--- src/rtl/cube_colors_pkg.sv ---
// Colour codes and FSM state types shared by the cube-state reader blocks.
package cube_colors_pkg;

    typedef logic [2:0] color_t;

    localparam color_t W       = 3'd0;
    localparam color_t O       = 3'd1;
    localparam color_t G       = 3'd2;
    localparam color_t R       = 3'd3;
    localparam color_t B       = 3'd4;
    localparam color_t Y       = 3'd5;
    localparam color_t INVALID = 3'd7;

    typedef enum logic [1:0] {
        ST_IDLE   = 2'd0,
        ST_SETTLE = 2'd1,
        ST_SAMPLE = 2'd2
    } filt_state_t;

    function automatic logic pair_ok(input color_t a, input color_t b);
        return (a != INVALID) && (b != INVALID);
    endfunction

endpackage

--- src/rtl/color_classify.sv ---
// Combinational RGB-to-sticker-colour classifier; first matching rule wins.
module color_classify
    import cube_colors_pkg::*;
(
    input  logic [23:0] rgb_i,
    input  logic [7:0]  hi_i,
    input  logic [7:0]  lo_i,
    output color_t      color_o
);

    logic [7:0] r_ch;
    logic [7:0] g_ch;
    logic [7:0] b_ch;
    logic       r_hi;
    logic       g_hi;
    logic       b_hi;
    logic       g_lo;

    assign r_ch = rgb_i[23:16];
    assign g_ch = rgb_i[15:8];
    assign b_ch = rgb_i[7:0];

    assign r_hi = (r_ch >= hi_i);
    assign g_hi = (g_ch >= hi_i);
    assign b_hi = (b_ch >= hi_i);
    assign g_lo = (g_ch >= lo_i);

    always_comb begin
        color_o = INVALID;
        if (r_hi && g_hi && b_hi) begin
            color_o = W;
        end else if (r_hi && g_hi) begin
            color_o = Y;
        end else if (r_hi && g_lo) begin
            color_o = O;
        end else if (r_hi) begin
            color_o = R;
        end else if (g_hi) begin
            color_o = G;
        end else if (b_hi) begin
            color_o = B;
        end
    end

endmodule

--- src/rtl/color_sensor_filter.sv ---
// Settles after each move, then releases an edge/corner colour pair once it
// has been read identically STABLE_COUNT times in a row; flags a fault on timeout.
module color_sensor_filter
    import cube_colors_pkg::*;
#(
    parameter int         SETTLE_CYCLES   = 50000,
    parameter int         STABLE_COUNT    = 4,
    parameter int         TIMEOUT_SAMPLES = 64,
    parameter logic [7:0] HI              = 8'd160,
    parameter logic [7:0] LO              = 8'd80
) (
    input  logic        clock,
    input  logic        reset_n,
    input  logic        motors_done,
    input  logic        sample_valid,
    input  logic [23:0] edge_rgb,
    input  logic [23:0] corner_rgb,
    output color_t      edge_color_sensor,
    output color_t      corner_color_sensor,
    output logic        color_sensor_stable,
    output logic        sensor_fault
);

    localparam int              SW          = $clog2(SETTLE_CYCLES + 1);
    localparam logic [SW-1:0]   SETTLE_LOAD = SW'(SETTLE_CYCLES);
    localparam logic [SW-1:0]   SETTLE_LAST = SW'(1);
    localparam logic [3:0]      STABLE_LIM  = 4'(STABLE_COUNT);
    localparam logic [7:0]      TIMEOUT_LIM = 8'(TIMEOUT_SAMPLES);

    filt_state_t   state_q;
    logic [SW-1:0] settle_cnt_q;
    logic [3:0]    match_cnt_q;
    logic [3:0]    match_cnt_d;
    logic [7:0]    sample_cnt_q;
    logic [7:0]    sample_cnt_d;
    color_t        prev_edge_q;
    color_t        prev_corner_q;
    color_t        edge_col_q;
    color_t        corner_col_q;
    logic          stable_q;
    logic          fault_q;

    color_t        edge_class;
    color_t        corner_class;
    logic          same_as_prev;
    logic          release_hit;
    logic          timeout_hit;

    color_classify u_edge_classify (
        .rgb_i   (edge_rgb),
        .hi_i    (HI),
        .lo_i    (LO),
        .color_o (edge_class)
    );

    color_classify u_corner_classify (
        .rgb_i   (corner_rgb),
        .hi_i    (HI),
        .lo_i    (LO),
        .color_o (corner_class)
    );

    assign same_as_prev = (edge_class == prev_edge_q) && (corner_class == prev_corner_q);

    always_comb begin
        match_cnt_d = 4'd1;
        if (!pair_ok(edge_class, corner_class)) begin
            match_cnt_d = 4'd0;
        end else if (same_as_prev) begin
            match_cnt_d = match_cnt_q + 4'd1;
        end
    end

    assign sample_cnt_d = sample_cnt_q + 8'd1;
    // Release is checked first so a sample that both releases and times out is a release.
    assign release_hit  = (match_cnt_d == STABLE_LIM);
    assign timeout_hit  = (sample_cnt_d == TIMEOUT_LIM);

    always_ff @(posedge clock or negedge reset_n) begin
        if (!reset_n) begin
            state_q       <= ST_IDLE;
            settle_cnt_q  <= '0;
            match_cnt_q   <= '0;
            sample_cnt_q  <= '0;
            prev_edge_q   <= INVALID;
            prev_corner_q <= INVALID;
            edge_col_q    <= W;
            corner_col_q  <= W;
            stable_q      <= 1'b0;
            fault_q       <= 1'b0;
        end else begin
            stable_q <= 1'b0;
            // A new move always restarts settling, whatever the FSM was doing.
            if (motors_done) begin
                state_q      <= ST_SETTLE;
                settle_cnt_q <= SETTLE_LOAD;
                match_cnt_q  <= '0;
                sample_cnt_q <= '0;
            end else begin
                case (state_q)
                    ST_IDLE: begin
                        state_q <= ST_IDLE;
                    end
                    ST_SETTLE: begin
                        if (settle_cnt_q == SETTLE_LAST) begin
                            state_q       <= ST_SAMPLE;
                            settle_cnt_q  <= '0;
                            match_cnt_q   <= '0;
                            sample_cnt_q  <= '0;
                            prev_edge_q   <= INVALID;
                            prev_corner_q <= INVALID;
                        end else begin
                            settle_cnt_q <= settle_cnt_q - SETTLE_LAST;
                        end
                    end
                    ST_SAMPLE: begin
                        if (sample_valid) begin
                            sample_cnt_q  <= sample_cnt_d;
                            match_cnt_q   <= match_cnt_d;
                            prev_edge_q   <= edge_class;
                            prev_corner_q <= corner_class;
                            if (release_hit) begin
                                edge_col_q   <= edge_class;
                                corner_col_q <= corner_class;
                                stable_q     <= 1'b1;
                                state_q      <= ST_IDLE;
                            end else if (timeout_hit) begin
                                fault_q <= 1'b1;
                                state_q <= ST_IDLE;
                            end
                        end
                    end
                    default: begin
                        state_q <= ST_IDLE;
                    end
                endcase
            end
        end
    end

    assign edge_color_sensor   = edge_col_q;
    assign corner_color_sensor = corner_col_q;
    assign color_sensor_stable = stable_q;
    assign sensor_fault        = fault_q;

endmodule

--- config.mk ---
export PLATFORM = sky130hd
export DESIGN_NAME = color_sensor_filter
export DESIGN_NICKNAME = d
export VERILOG_FILES = /design/src/rtl/cube_colors_pkg.sv /design/src/rtl/color_classify.sv /design/src/rtl/color_sensor_filter.sv
export SDC_FILE = /design/constraint.sdc
export NUM_CORES = 1
export LEC_CHECK = 0
export ABC_CLOCK_PERIOD_IN_PS = 5500
export BUFFER_PORTS_ARGS = -buffer_cell sky130_fd_sc_hd__buf_2
export CORE_MARGIN = 1.5
export CORE_UTILIZATION = 30
export DETAILED_ROUTE_END_ITERATION = 7
export PLACE_DENSITY_LB_ADDON = 0.25
export SLEW_MARGIN = 30
export SYNTH_ARGS = -nofsm -noshare
export SYNTH_HDL_FRONTEND = slang
export SYNTH_HIERARCHICAL = 1
export SYNTH_SLANG_ARGS = --single-unit
--- constraint.sdc ---
create_clock -name clock -period 5.5 [get_ports clock]
set_clock_uncertainty 0.15 [all_clocks]
set_input_delay 0.275 -clock clock [delete_from_list [all_inputs] [get_ports clock]]
set_output_delay 0.275 -clock clock [all_outputs]
set_load 0.02 [all_outputs]
**After elaboration in Yosys (flattened, before gate mapping)**

Cells that the tools add are included.

- Flip-flop bits (word level): 44
- Input port bits: 52
- Output and inout port bits: 8
- Logic and storage cells: 93

- $add $sub $neg: 3
- Magnitude comparators: 8
- Equal/unequal tests: 14
- Multiplexer cells: 40
- Bitwise logic cells: 2
- Reduce and logical (&&, ||, !) cells: 16

Operators with widths:

| operator | count |
|---|---|
| $ge A8 B8 Y1 const B | 6 |
| $mux W16 | 3 |
| $mux W3 | 13 |
| $mux W8 | 3 |
| $mux W4 | 5 |
| $eq A16 B1 Y1 const B | 1 |
| $ge A8 B7 Y1 const B | 2 |
| $pmux W8 S2 | 1 |
| $sub A16 B1 Y16 const B | 1 |
| $mux W2 | 7 |
| $ne A3 B3 Y1 const B | 4 |
| $pmux W3 S2 | 2 |
| $add A8 B1 Y8 const B | 1 |
| $eq A8 B7 Y1 const B | 1 |
| $logic_and A1 B1 Y1 | 8 |
| $pmux W4 S2 | 1 |
| $reduce_and A4 Y1 | 2 |
| $eq A3 B3 Y1 | 2 |
| $reduce_and A3 Y1 | 2 |
| $reduce_and A5 Y1 | 1 |
| $add A4 B1 Y4 const B | 1 |
| $eq A4 B3 Y1 const B | 1 |
| $mux W1 | 4 |
| $ne A2 B2 Y1 const B | 2 |
| 7 further kinds | 9 |

**Longest topological paths before layout**

Gate-level depths: netlist of the first run.

- Word-level depth: 16
- Mapped depth: 12
- Mapped depth without buffers: 12

**Hierarchy**

Netlist of the first run, hierarchy kept.

By module, submodules not included:

| module | instances | cells an instance | area each (sq um) | sequential area each (sq um) |
|---|---|---|---|---|
| color_sensor_filter | 1 | 252 | 2551.2 | 1108.6 |
| color_classify | 2 | 94 | 790.8 | 0.0 |

**Worst setup path after synthesis of the first run**

Ideal clock, no wire load.

- Path kind: input to register
- Start point: in corner_rgb[15]
- End point: reg edge_col_q[1], in the netlist edge_color_sensor[1]
- Setup time: 0.128 ns
- Arrival time: 2.798 ns
- Data required time: 5.222 ns
- Path slack: 2.424 ns
- Stages: 11
- Path buffers: 0
- Cells stage by stage: ha_1 > and3_1 > a221oi_1 > o31a_2 > nor4_2 > mux2_4 > and3_1 > a311o_1 > nor4_2 > nand2_1 > mux2_1

- Word-level cells in the longest chain between the ends: 12
- Elaborated cells on any way between the ends: 18
- Classes of those cells: 2 x order compare; 3 x eq/ne; 7 x mux; 6 x reduce/logical

RTL lines:

| item | line | source |
|---|---|---|
| from (decl) | color_sensor_filter.sv:17 | `input logic [23:0] corner_rgb,` |
| $ge A8 B8 Y1 | color_classify.sv:24 | `assign g_hi = (g_ch >= hi_i);` |
| $mux W3 | color_classify.sv:38 | `end else if (g_hi) begin` |
| $mux W3 | color_classify.sv:36 | `end else if (r_hi) begin` |
| $mux W3 | color_classify.sv:34 | `end else if (r_hi && g_lo) begin` |
| $mux W3 | color_classify.sv:32 | `end else if (r_hi && g_hi) begin` |
| $mux W3 * | color_classify.sv:30 | `if (r_hi && g_hi && b_hi) begin` |
| via corner_class[2] | color_sensor_filter.sv:44 | `color_t corner_class;` |
| $eq A3 B3 Y1 | color_sensor_filter.sv:63 | `assign same_as_prev = (edge_class == prev_edge_q) && (corner_class == prev_corner_q);` |
| $logic_and A1 B1 Y1 | color_sensor_filter.sv:63 |  |
| $mux W4 | color_sensor_filter.sv:69 | `end else if (same_as_prev) begin` |
| $mux W4 * | color_sensor_filter.sv:67 | `if (!pair_ok(edge_class, corner_class)) begin` |
| $eq A4 B3 Y1 * | color_sensor_filter.sv:76 | `assign release_hit = (match_cnt_d == STABLE_LIM);` |
| $reduce_and A4 Y1 (no line) * | - |  |
| to (signal assigned) | color_sensor_filter.sv:123 | `edge_col_q <= edge_class;` |
| to (decl) | color_sensor_filter.sv:38 | `color_t edge_col_q;` |

The timed path passes the listed nets; every way through them passes the cells marked *.
A chain may end at the register's enable or synchronous reset.

**Final worst setup path of the first run**

Ends and elaborated chain as after synthesis.

==> key figures, run 1 <==
Status
  • Status: completed

Yosys
  • Commonest cells post-synth: ha_1 (70), inv_1 (48), dfrtp_1 (38)
  • Synth area leaders: dfrtp_1 (23%), ha_1 (21%), inv_1 (4.4%), dfstp_2 (3.8%), mux2_2 (3.0%)
  • Yosys reg bits: 44
  • Syn. warnings: 6
  • Share of the synthesized area in the top cell type: between 20 and 25%
  • Syn Inst Count: 440
  • Post-synth ARST share: 100%
  • Mean post-synth cell area: 9.39 µm²
  • Sequential area share after synthesis: between 20% and 30%
  • Top-count cell post-synth: ha_1
  • Post-synthesis instance area: 4130 µm²
  • Primary FF master, synth: dfrtp_1
  • Area leader, netlist: dfrtp_1
  • Post-synth EDFFs: 0
  • Distinct cell type count after synthesis: between 70 and 80

Cells and area
  • Number of fill cells: roughly 1400
  • Layout Nets: approximately 660
  • Area growth syn-to-layout: 18.8%
  • Fraction of layout cells with a size suffix above 1: around a fifth
  • Post-Layout Inst Area: 4910 µm²
  • Antenna Cells: 0

Hold path
  • HP Start: sample_valid
  • Hold/Removal Path Class: primary input to flop

Clock network
  • Post-CTS Resized: 0
  • Clk slew on worst S/H paths: 0.06 ns
  • # clock sinks: 44
  • Post-CTS setup buffers: 0
  • Insertion delay to the later sink of the worst-skew pair: ~0.28 ns
  • CTS tree: yes
  • CTS max path bufs: 2
  • Clock buffer count from CTS: 5
  • CTS Hold Bufs: 1
  • CTS H-tree lvls: 2
  • Clock tree root driver cell: clkbuf_16

Setup path
  • CP Class: primary input to flop
  • Critical Path Start: corner_rgb[15]
  • RR Startpoint: settle_cnt_q[1]$_DFFE_PN0P_
  • Worst path required time: 5.51 ns
  • Worst setup EP type: flop
  • Setup crit end: edge_color_sensor[1]$_DFFE_PN0P_
  • Reg2reg setup slack: ~2.8 ns
  • Startpoint types: primary input
  • CP arrival: around 3.3 ns
  • R2R depth: 7
  • CP Max Fanout: 6
  • Reg2reg end: prev_edge_q[0]$_DFFE_PN1P_

STA
  • Slew margin rel.: a little over two fifths
  • Final-report hold violation count: 0
  • Final critical-path share of the clock period: roughly three fifths
  • Final min period: approximately 3.3 ns
  • Fmax: about 300 MHz
  • Final setup TNS: 0 ns
  • Slew @ Worst Pin: approximately 0.85 ns
  • Final Max Slew Viols: 0
  • RSZ-0062 raised after global routing: false
  • Final setup violation count: 0

Global routing
  • Largest net degree at the start of global routing: 45
  • Tot GR Track Use: between 10% and 20%
  • Overflow after GRT: 0
  • Initial antenna violation count: 0
  • Global-route wire length before repair: between 15000 and 20000 µm
  • Grt peak-use layer: met2
  • GR Layer Usage met1: 17.7%
  • Vias in the first global route: around 3600
  • M2 GR Usage: approximately 25%
  • Met3 usage: 2.17%

Floorplanning
  • Die Area: 14500 µm²
  • Chip Width: 120 µm
  • Row count: 42
  • Die extent in y: around 120 µm
  • Core ar.: ~13000 µm²
  • Starting Density: approximately 31%
  • # IOs: 60

Place
  • Port bufs: 59
  • Post-detail-place hpwl: between 7000 and 8000 µm
  • Placer Congestion: 0.853
  • Placed Area: between 4000 and 5000 µm²

Detailed routing
  • Vias post-DR: between 3000 and 4000
  • Drt wl/cell: between 10 and 15 µm
  • Drt drc: 0
  • Final wirelength: 9600 µm
  • Via density: around 5.0
  • First DRT Iteration DRCs: 178
  • TritonRoute pass-1 iters: 4
  • Routed Antenna Nets: 0

Job
  • Max-cap violations: 0

Pwr
  • Maximum vdd drop: roughly 0.17 mV
  • Leakage: around 0.0023 µW
  • Pwr Density: roughly 270 nW/µm²
-- registers in the layout, indices dropped and copies added, names as in the netlist --
| signal | count |
|---|---|
| prev_edge_q | 3 |
| sample_cnt_q | 8 |
| corner_color_sensor | 3 |
| prev_corner_q | 3 |
| sensor_fault | 1 |
| settle_cnt_q | 16 |
| color_sensor_stable | 1 |
| match_cnt_q | 4 |
| edge_color_sensor | 3 |
| state_q | 2 |
-- layout by cell type (no fill, tap or decap), drive strengths merged, types with 7 or more instances in the layout --
cell,count
nor2,24
inv,48
nand3,16
a21oi,16
a22o,7
dfrtp,38
a21o,11
nand2,20
mux2,14
buf,59
o21ai,13
nand2b,19
xnor2,9
conb,36
ha,70
nand4,9
o22ai,10
nor3,13
-- cell families (layout without fill, tap and decap cells) --
family | count (synthesis) | in the layout | synth area share [%]
buf+inv | 57 | 117 | 5.48
compound gates | 109 | 109 | 20.0
flops | 44 | 44 | 26.8
xor+xnor | 10 | 10 | 2.12
mux | 18 | 18 | 4.97
other cells | 2 | 36 | 0.182
simple gates | 128 | 128 | 18.7
fa+ha+maj | 72 | 72 | 21.7
-- critical path: stages --
cell      delay (ns)
buf_2           0.11
ha_1            0.31
and3_1          0.17
a221oi_1        0.30
o31a_2          0.27
nor4_2          0.06
mux2_4          0.29
and3_1          0.21
a311o_1         0.29
nor4_2          0.36
nand2_1         0.25
mux2_1          0.37
-- power by group --
| group | internal, µW | switching, µW |
|---|---|---|
| Clock | 214 | 122 |
| Combinational | 223 | 318 |
| Sequential | 384 | 57.5 |
-- per-stage QoR --
step | setup WS [ns] | hold WS (ns) | cells | util (%) | total power [µW]
after detailed placement | 1.97 | 0.166 | 701 | 35.5 | 985
after CTS | 2.25 | 0.228 | 710 | 36.8 | 1330
after global routing | 1.91 | 0.243 | 710 | 36.8 | 1420
final | 2.23 | 0.234 | 710 | 36.8 | 1320
after floorplan | 2.42 | -0.171 | 474 | - | 856
after global placement | 2.04 | 0.323 | 701 | 35.5 | 970
-- layer usage --
layer  share of wire [%]  routed length [µm]  vias up
met2                  48                4650       55
met3                 3.1                 302        9
met1                  47                4530     1687
met4                 1.2                 116        0
li1                    -                   -     1783
met5                   0                   0        -
-- worst min path at each step --
| stage | end | cells past startpoint |
|---|---|---|
| after floorplan | color_sensor_stable$_DFF_PN0_ | 0 |
| after global placement | settle_cnt_q[11]$_DFFE_PN0P_ | 1 |
| after detailed placement | settle_cnt_q[13]$_DFFE_PN0P_ | 1 |
| after CTS | sample_cnt_q[3]$_DFFE_PN0P_ | 3 |
| after global routing | sample_cnt_q[3]$_DFFE_PN0P_ | 3 |
| final | sample_cnt_q[3]$_DFFE_PN0P_ | 3 |
-- final cells by class --
cell class	count	area, µm²	share of cell area, %
multi-input cells	373	2930	59.6
flip-flops and latches	44	1110	22.6
repair buffers	60	308	6.27
well taps	176	220	4.49
inverters	49	184	3.75
clock buffers	6	129	2.62
clock inverters	2	35.0	0.714
(Power assumes the default switching activity.)
==> run 2, diff against run 1 <==
--- a/config.mk
+++ b/config.mk
@@ -5,7 +5,7 @@
 export SDC_FILE = /design/constraint.sdc
 export NUM_CORES = 1
 export LEC_CHECK = 0
-export ABC_CLOCK_PERIOD_IN_PS = 5500
+export ABC_CLOCK_PERIOD_IN_PS = 3000
 export BUFFER_PORTS_ARGS = -buffer_cell sky130_fd_sc_hd__buf_2
 export CORE_MARGIN = 1.5
 export CORE_UTILIZATION = 30
==> constraint.sdc (replaced) <==
create_clock -name clock -period 3 [get_ports clock]
set_clock_uncertainty 0.15 [all_clocks]
set_input_delay 0.15 -clock clock [delete_from_list [all_inputs] [get_ports clock]]
set_output_delay 0.15 -clock clock [all_outputs]
set_load 0.02 [all_outputs]
==> run 2 against run 1 <==
Effect of this change: register-to-register slack worse by 2.3 ns; sequential share of layout area is 1.2 points lower; power is 99% higher; flip-flop and latch count stayed put; worst hold slack worse by 0.15 ns; clock power is 110% higher; combinational power is 100% higher; count of clock-buffer cells in the layout stayed put; sequential power is 85% higher; via count is 1.7% higher.
==> key figures, run 2 (same netlist as run 1, synthesis figures left out) <==
Job
  • Max-cap violations: 0 (unchanged)

Detailed routing
  • Routed Antenna Nets: 0 (unchanged)
  • Final wirelength: 9860 µm (was 9600 µm)
  • Drt drc: 0 (unchanged)
  • First DRT Iteration DRCs: 109 (was 178)
  • TritonRoute pass-1 iters: 6 (was 4)
  • Drt wl/cell: 13.4 µm (was 13.5 µm)
  • Vias post-DR: 3595 (was 3534)
  • Via density: 4.90 (was 4.98)

Clock network
  • Clk slew on worst S/H paths: 0.06 ns (about the same)
  • Insertion delay to the later sink of the worst-skew pair: 0.29 ns (was 0.28 ns)
  • Clock buffer count from CTS: 5 (unchanged)
  • CTS max path bufs: 2 (unchanged)
  • CTS H-tree lvls: 2 (unchanged)
  • # clock sinks: 44 (unchanged)
  • Clock tree root driver cell: clkbuf_16 (unchanged)
  • CTS tree: yes (unchanged)

Setup path
  • Critical Path Start: corner_rgb[14] (was corner_rgb[15])
  • CP Class: primary input to flop (unchanged)
  • Crit-path cells: buf_2 -> ha_1 -> and3_1 -> nand3_1 -> o31a_2 -> buf_4 -> mux2_4 -> buf_4 -> xnor2_1 -> nand4_1 -> nor4_4 -> nand2_2 -> mux2_4 (was buf_2 -> ha_1 -> and3_1 -> a221oi_1 -> o31a_2 -> nor4_2 -> mux2_4 -> and3_1 -> a311o_1 -> nor4_2 -> nand2_1 -> mux2_1)
  • RR Startpoint: settle_cnt_q[0]$_DFFE_PN0P_ (was settle_cnt_q[1]$_DFFE_PN0P_)
  • Largest stage delay, worst path: 0.34 ns (was 0.37 ns)
  • Worst setup EP type: flop (unchanged)
  • Startpoint types: primary input (unchanged)
  • CP arrival: 2.91 ns (was 3.28 ns)
  • CP Max Fanout: 6 (unchanged)
  • Slowest CP cell: mux2_4 (was mux2_1)
  • Worst path required time: 3.01 ns (was 5.51 ns)

Floorplanning
  • # IOs: 60 (unchanged)
  • Die Area: 14500 µm² (unchanged)
  • Chip Width: 120 µm (unchanged)
  • Die extent in y: 120 µm (unchanged)
  • Row count: 42 (unchanged)
  • Starting Density: 31.0% (unchanged)
  • Core ar.: 13300 µm² (unchanged)

STA
  • RSZ-0062 raised after global routing: true (was false)
  • Worst setup margin: 0.102 ns (was 2.23 ns)
  • Final Max Slew Viols: 0 (unchanged)
  • Final setup violation count: 0 (unchanged)
  • Final setup TNS: 0 ns (unchanged)
  • Final min period: ~2.9 ns
  • Final-report hold violation count: 0 (unchanged)
  • Slew margin rel.: 44.1% (was 43.1%)
  • Slew @ Worst Pin: 0.831 ns (was 0.845 ns)
  • Fmax: about 350 MHz
  • Final critical-path share of the clock period: between 90% and 100%
  • Hold slack: 0.0872 ns (was 0.234 ns)

Cells and area
  • Layout Nets: 679 (was 655)
  • Most common cell after layout, fill and taps aside: ha_1 (unchanged)
  • Max reg flops: 16 (unchanged)
  • Number of fill cells: 1409 (was 1404)
  • Fraction of layout cells with a size suffix above 1: 26.0% (was 21.3%)
  • Register area: 1110 µm² (unchanged)
  • Biggest register: settle_cnt_q (unchanged)
  • Footprint of the multi-input gates: 2990 µm² (was 2930 µm²)
  • Biggest regs: settle_cnt_q: 16 flops, sample_cnt_q: 8 flops, match_cnt_q: 4 flops (unchanged)
  • Area growth syn-to-layout: 25.3% (was 18.8%)
  • Antenna Cells: 0 (unchanged)
  • Commonest cells after routing, fill and taps aside: ha_1 (69), buf_2 (58), inv_1 (48), dfrtp_1 (38), conb_1 (36) (was ha_1 (70), buf_2 (58), inv_1 (48), dfrtp_1 (38), conb_1 (36))

Global routing
  • Vias in the first global route: 3536 (was 3565)
  • Overflow after GRT: 0 (unchanged)
  • Tot GR Track Use: 13.8% (was 13.9%)
  • Initial antenna violation count: 0 (unchanged)
  • Largest net degree at the start of global routing: 45 (unchanged)
  • Global-route wire length before repair: 16500 µm (was 16700 µm)

Pwr
  • Maximum vdd drop: 0.268 mV (was 0.171 mV)
  • Psw: 945 µW (was 498 µW)
  • Leakage: 0.00249 µW (was 0.00234 µW)
  • Pwr Density: 506 nW/µm² (was 269 nW/µm²)
  • Int Power: 1670 µW (was 821 µW)
  • Register share of total power: 31.3% (was 33.5%)
  • Logic pwr share: 41.9% (was 41.0%)
  • Clk pwr share: 26.8% (was 25.5%)
  • Sw frac: 36.1% (was 37.8%)

Place
  • Port bufs: 59 (unchanged)
  • Placer Congestion: 0.856 (was 0.853)
  • Post-detail-place hpwl: 7840 µm (was 7740 µm)
  • Place WS: -0.295 ns (was 1.97 ns)

Hold path
  • Hold/Removal Path Class: primary input to flop (unchanged)
  • HP Start: sample_valid (unchanged)

Status
  • Status: completed (unchanged)
## run 2: power groups by stage
| stage | Sequential (µW) | Clock, µW | Combinational (µW) |
|---|---|---|---|
| after floorplan | 796 | 0 | 774 |
| after global placement | 817 | 0 | 1030 |
| after detailed placement | 824 | 0 | 1050 |
| after CTS | 815 | 717 | 1070 |
| after global routing | 832 | 744 | 1240 |
| final | 819 | 703 | 1100 |
## run 2: layer usage
layer / routed length (µm) / up-vias / track usage, %
met1: 4660 / 1701 / 18.2
met5: 0 / - / 0
li1: - / 1837 / -
met3: 275 / 6 / 2.08
met2: 4860 / 51 / 24.0
met4: 63 / 0 / 2.43
## run 2: cell type report
type | count | share of cell area, %
Sequential cell | 44 | 21.4
Multi-Input combinational cell | 373 | 57.7
Clock buffer | 6 | 2.49
Clock inverter | 2 | 1.16
Tap cell | 176 | 4.25
Inverter | 49 | 3.55
Timing Repair Buffer | 84 | 9.42
## run 2: worst max-delay path: cells and delay by family
kind                       cells  cell delay, ns
AOI/OAI and AO/OA              1            0.33
and+or+nand+nor                5            0.96
buffers and inverters          3            0.40
adders and majority gates      1            0.29
muxes                          2            0.61
xor gates and xnor gates       1            0.18
## run 2: final timing paths
path	endpoint	slack (ns)	cells after the start
max in group asynchronous	prev_edge_q[1]$_DFFE_PN1P_	2.04	2
min in group asynchronous	settle_cnt_q[13]$_DFFE_PN0P_	0.25	2
min	sample_cnt_q[3]$_DFFE_PN0P_	0.09	3
min reg2reg	settle_cnt_q[11]$_DFFE_PN0P_	0.35	1
max reg2reg	match_cnt_q[2]$_DFFE_PN0P_	0.53	6
max	edge_color_sensor[1]$_DFFE_PN0P_	0.10	13
## run 2: through the flow
stage,util (%),std cells,total power [µW],cell area (µm²)
detailed placement,36.6,721,1880,4890
finish,38.8,734,2620,5180
global route,38.8,734,2810,5180
floorplan,-,474,1570,4260
CTS,38.2,732,2600,5100
global placement,36.6,721,1850,4880
## run 2: what timing repair did
item                       4_1_cts  5_1_grt
pin swaps                        0        4
resized for setup                0       10
hold endpoints to repair        38        0
setup endpoints to repair        1        8
setup buffers                    2        2
hold buffers                     1        0
==> run 3, diff against run 2 <==
--- a/config.mk
+++ b/config.mk
@@ -5,6 +5,7 @@
 export SDC_FILE = /design/constraint.sdc
 export NUM_CORES = 1
 export LEC_CHECK = 0
+export ABC_AREA = 1
 export ABC_CLOCK_PERIOD_IN_PS = 3000
 export BUFFER_PORTS_ARGS = -buffer_cell sky130_fd_sc_hd__buf_2
 export CORE_MARGIN = 1.5
==> run 3 against run 2 <==
Effect of this change: critical path depth increased by 7; count of clock-buffer cells in the layout is the same; sequential share of layout area is 0.74 points higher; fmax grew 18%; largest cell class unchanged; largest power group is now sequential cells; flip-flop and latch count stayed put; design area fell by 3.4%; sequential power decreased by 11%; setup slack improved by 0.45 ns; synthesized cell count is 39% higher.
==> key figures, run 3 <==
STA
  • Slew @ Worst Pin: 0.584 ns (was 0.831 ns)
  • Final critical-path share of the clock period: 81.7% (was 96.6%)
  • Final Max Slew Viols: 0 (unchanged)
  • RSZ-0062 raised after global routing: false (was true)
  • Slew margin rel.: 61.0% (was 44.1%)
  • Final min period: 2.45 ns (was 2.90 ns)
  • Hold slack: 0.0252 ns (was 0.0872 ns)
  • Final setup TNS: 0 ns (unchanged)
  • Final-report hold violation count: 0 (unchanged)
  • Fmax: 408 MHz (was 345 MHz)
  • Final setup violation count: 0 (unchanged)

Floorplanning
  • Starting Density: 30.6% (was 31.0%)
  • Core ar.: 13800 µm² (was 13300 µm²)
  • Chip Width: 122 µm (was 120 µm)
  • Die extent in y: 122 µm (was 120 µm)
  • Die Area: 14800 µm² (was 14500 µm²)
  • Row count: 43 (was 42)
  • # IOs: 60 (unchanged)

Hold path
  • Hold/Removal Path Class: primary input to flop (unchanged)
  • Hold path cells: 3 (unchanged)
  • Hold Crit Endpoint: sensor_fault$_DFFE_PN0P_ (was sample_cnt_q[3]$_DFFE_PN0P_)
  • HP Start: sample_valid (unchanged)

Yosys
  • Post-synth ARST share: 100% (unchanged)
  • Primary FF master, synth: dfrtp_1 (unchanged)
  • Top-count cell post-synth: nand2_1 (was ha_1)
  • Mean post-synth cell area: 6.94 µm² (was 9.39 µm²)
  • Share of the synthesized area in the top cell type: 22.5% (was 23.0%)
  • Commonest cells post-synth: nand2_1 (189), inv_1 (100), ha_1 (70) (was ha_1 (70), inv_1 (48), dfrtp_1 (38))
  • Sequential area share after synthesis: 26.2% (was 26.8%)
  • Distinct cell type count after synthesis: 36 (was 77)
  • Yosys reg bits: 44 (unchanged)
  • Area leader, netlist: dfrtp_1 (unchanged)
  • Syn. warnings: 6 (unchanged)
  • Syn Inst Count: 610 (was 440)
  • Post-synth EDFFs: 0 (unchanged)
  • Synth area leaders: dfrtp_1 (22%), ha_1 (21%), nand2_1 (17%), inv_1 (8.9%), nor2_1 (4.5%) (was dfrtp_1 (23%), ha_1 (21%), inv_1 (4.4%), dfstp_2 (3.8%), mux2_2 (3.0%))
  • Post-synthesis instance area: 4230 µm² (was 4130 µm²)

Pwr
  • Sw frac: 36.3% (was 36.1%)
  • Tot Pwr: 1920 µW (was 2620 µW)
  • Clk pwr share: 27.9% (was 26.8%)
  • Int Power: 1230 µW (was 1670 µW)
  • Logic pwr share: 34.3% (was 41.9%)
  • Maximum vdd drop: 0.267 mV (was 0.268 mV)
  • Leakage: 0.00280 µW (was 0.00249 µW)
  • Pwr Density: 384 nW/µm² (was 506 nW/µm²)
  • Psw: 697 µW (was 945 µW)
  • Register share of total power: 37.8% (was 31.3%)

Clock network
  • Clk slew on worst S/H paths: 0.07 ns (was 0.06 ns)
  • Insertion delay to the later sink of the worst-skew pair: 0.29 ns (about the same)
  • CTS tree: yes (unchanged)
  • Post-CTS Resized: 0 (unchanged)
  • CTS max path bufs: 2 (unchanged)
  • Clock buffer count from CTS: 5 (unchanged)
  • CTS H-tree lvls: 2 (unchanged)
  • # clock sinks: 44 (unchanged)
  • Clock tree root driver cell: clkbuf_16 (unchanged)

Job
  • Max-cap violations: 0 (unchanged)

Cells and area
  • Antenna Cells: 0 (unchanged)
  • Footprint of the multi-input gates: 2810 µm² (was 2990 µm²)
  • Layout Nets: 828 (was 679)
  • Non-filler cells, final: 887 (was 734)
  • Most common cell after layout, fill and taps aside: nand2_1 (was ha_1)
  • Number of fill cells: 1485 (was 1409)
  • Commonest cells after routing, fill and taps aside: nand2_1 (189), inv_1 (100), ha_1 (70), buf_2 (58), nor2_1 (51) (was ha_1 (69), buf_2 (58), inv_1 (48), dfrtp_1 (38), conb_1 (36))
  • Max reg flops: 16 (unchanged)
  • Register area: 1110 µm² (unchanged)
  • Area growth syn-to-layout: 18.2% (was 25.3%)
  • Biggest regs: settle_cnt_q: 16 flops, sample_cnt_q: 8 flops, match_cnt_q: 4 flops (unchanged)
  • Biggest register: settle_cnt_q (unchanged)
  • Fraction of layout cells with a size suffix above 1: 14.0% (was 26.0%)

Place
  • Placer Congestion: 0.759 (was 0.856)
  • Dpl cells: 878 (was 721)
  • Post-detail-place hpwl: 6890 µm (was 7840 µm)
  • Port bufs: 59 (unchanged)

Global routing
  • Met3 usage: 2.43% (was 2.08%)
  • Initial antenna violation count: 0 (unchanged)
  • Global-route wire length before repair: 15400 µm (was 16500 µm)
  • M2 GR Usage: 21.0% (was 24.0%)
  • Grt peak-use layer: met2 (unchanged)
  • GR Layer Usage met1: 17.2% (was 18.2%)
  • Tot GR Track Use: 12.6% (was 13.8%)
  • Vias in the first global route: 3537 (was 3536)
  • Largest net degree at the start of global routing: 45 (unchanged)
  • Overflow after GRT: 0 (unchanged)

Setup path
  • Startpoint types: primary input (unchanged)
  • Cell mode on critical path: nand2_1
  • Reg2reg end: match_cnt_q[3]$_DFFE_PN0P_ (was match_cnt_q[2]$_DFFE_PN0P_)
  • Slowest CP cell: nor2_1 (was mux2_4)
  • Worst setup EP type: flop (unchanged)
  • R2R depth: 8 (was 6)
  • CP Class: primary input to flop (unchanged)
  • CP Max Fanout: 9 (was 6)
  • Largest stage delay, worst path: 0.36 ns (was 0.34 ns)
  • CP arrival: 2.48 ns (was 2.91 ns)
  • Crit-path cells: buf_2 -> ha_1 -> nand2_1 -> a21oi_1 -> nor2_2 -> nand2_1 -> a21oi_1 -> nor2_1 -> nor2_1 -> inv_1 -> nand2_1 -> nand2_1 -> nor2_1 -> nand3_1 -> nor2_2 -> nand3_4 -> nand3_1 -> nand2_1 -> nand2_1 -> nand2_1 (was buf_2 -> ha_1 -> and3_1 -> nand3_1 -> o31a_2 -> buf_4 -> mux2_4 -> buf_4 -> xnor2_1 -> nand4_1 -> nor4_4 -> nand2_2 -> mux2_4)
  • Reg2reg setup slack: 0.90 ns (was 0.53 ns)
  • CP Buf/Inv Count: 2 (was 3)
  • RR Startpoint: state_q[0]$_DFFE_PN0P_ (was settle_cnt_q[0]$_DFFE_PN0P_)
  • Worst path required time: 3.03 ns (was 3.01 ns)
  • Delay-heaviest family, CP: simple AND/OR/NAND/NOR gates (unchanged)

Detailed routing
  • Routed Antenna Nets: 0 (unchanged)
  • Drt wl/cell: 9.62 µm (was 13.4 µm)
  • TritonRoute pass-1 iters: 6 (unchanged)
  • Final wirelength: 8530 µm (was 9860 µm)
  • Via density: 4.19 (was 4.90)
  • Drt drc: 0 (unchanged)
  • Vias post-DR: 3716 (was 3595)
  • First DRT Iteration DRCs: 173 (was 109)

Status
  • Status: completed (unchanged)
==> run 3: metal layers <==
metal  up-vias  part of all wire, %
li1       2091                    -
met1      1570                   52
met2        50                   44
met3         5                  3.4
met4         0                 0.66
met5         -                    0
==> run 3: power by group through the flow <==
stage | clock network [µW] | logic (µW) | registers, µW
6_report | 537 | 659 | 727
5_1_grt | 584 | 789 | 738
4_1_cts | 554 | 663 | 727
3_5_place_dp | 0 | 658 | 737
3_3_place_gp | 0 | 660 | 737
2_1_floorplan | 0 | 505 | 727
==> run 3: worst min-delay path: stages <==
cell and delay (ns):
buf_2 0.12, nand3_1 0.09, o21bai_1 0.06
==> run 3: cells by family (layout without fill, tap and decap cells) <==
logic type | after synthesis | count (layout) | synth area share (%)
buffers and inverters | 112 | 175 | 10.4
AND/OR/NAND/NOR | 301 | 301 | 30.3
adder cells (fa/ha/maj) | 70 | 70 | 20.7
AO/OA/AOI/OAI | 66 | 66 | 9.13
XOR/XNOR | 15 | 15 | 3.10
flip-flops | 44 | 44 | 26.2
other | 2 | 36 | 0.177
==> run 3: what timing repair did <==
item                                   4_1_cts  5_1_grt
hold buffers                                 1        0
endpoints found under the hold margin       38        0
setup buffers                                0        0
==> run 3: area by class of cell <==
cell class	instances	area share (%)
clock buffers	6	2.58
clock inverters	2	0.250
inverters	106	8.00
multi-input cells	488	56.2
flip-flops and latches	44	22.2
well taps	180	4.50
repair buffers	61	6.30
==> run 3: how the worst max path moves through the flow <==
| stage | from | end | slack, ns | cells after the start |
|---|---|---|---|---|
| after global routing | corner_rgb[8] | state_q[1]$_DFFE_PN0P_ | 0.09 | 23 |
| after global placement | corner_rgb[0] | state_q[0]$_DFFE_PN0P_ | 0.24 | 21 |
| final | corner_rgb[7] | state_q[0]$_DFFE_PN0P_ | 0.55 | 20 |
| after floorplan | edge_rgb[7] | state_q[0]$_DFFE_PN0P_ | 0.71 | 19 |
| after CTS | corner_rgb[0] | state_q[0]$_DFFE_PN0P_ | 0.54 | 21 |
| after detailed placement | corner_rgb[0] | state_q[0]$_DFFE_PN0P_ | 0.22 | 21 |
==> run 3: per-stage QoR <==
stage	instance area, µm²	worst slack, ns	util, %
floorplan	4360	0.709	-
global placement	4850	0.242	35.1
detailed placement	4850	0.224	35.1
CTS	5000	0.536	36.2
global route	5000	0.0858	36.2
finish	5000	0.548	36.2
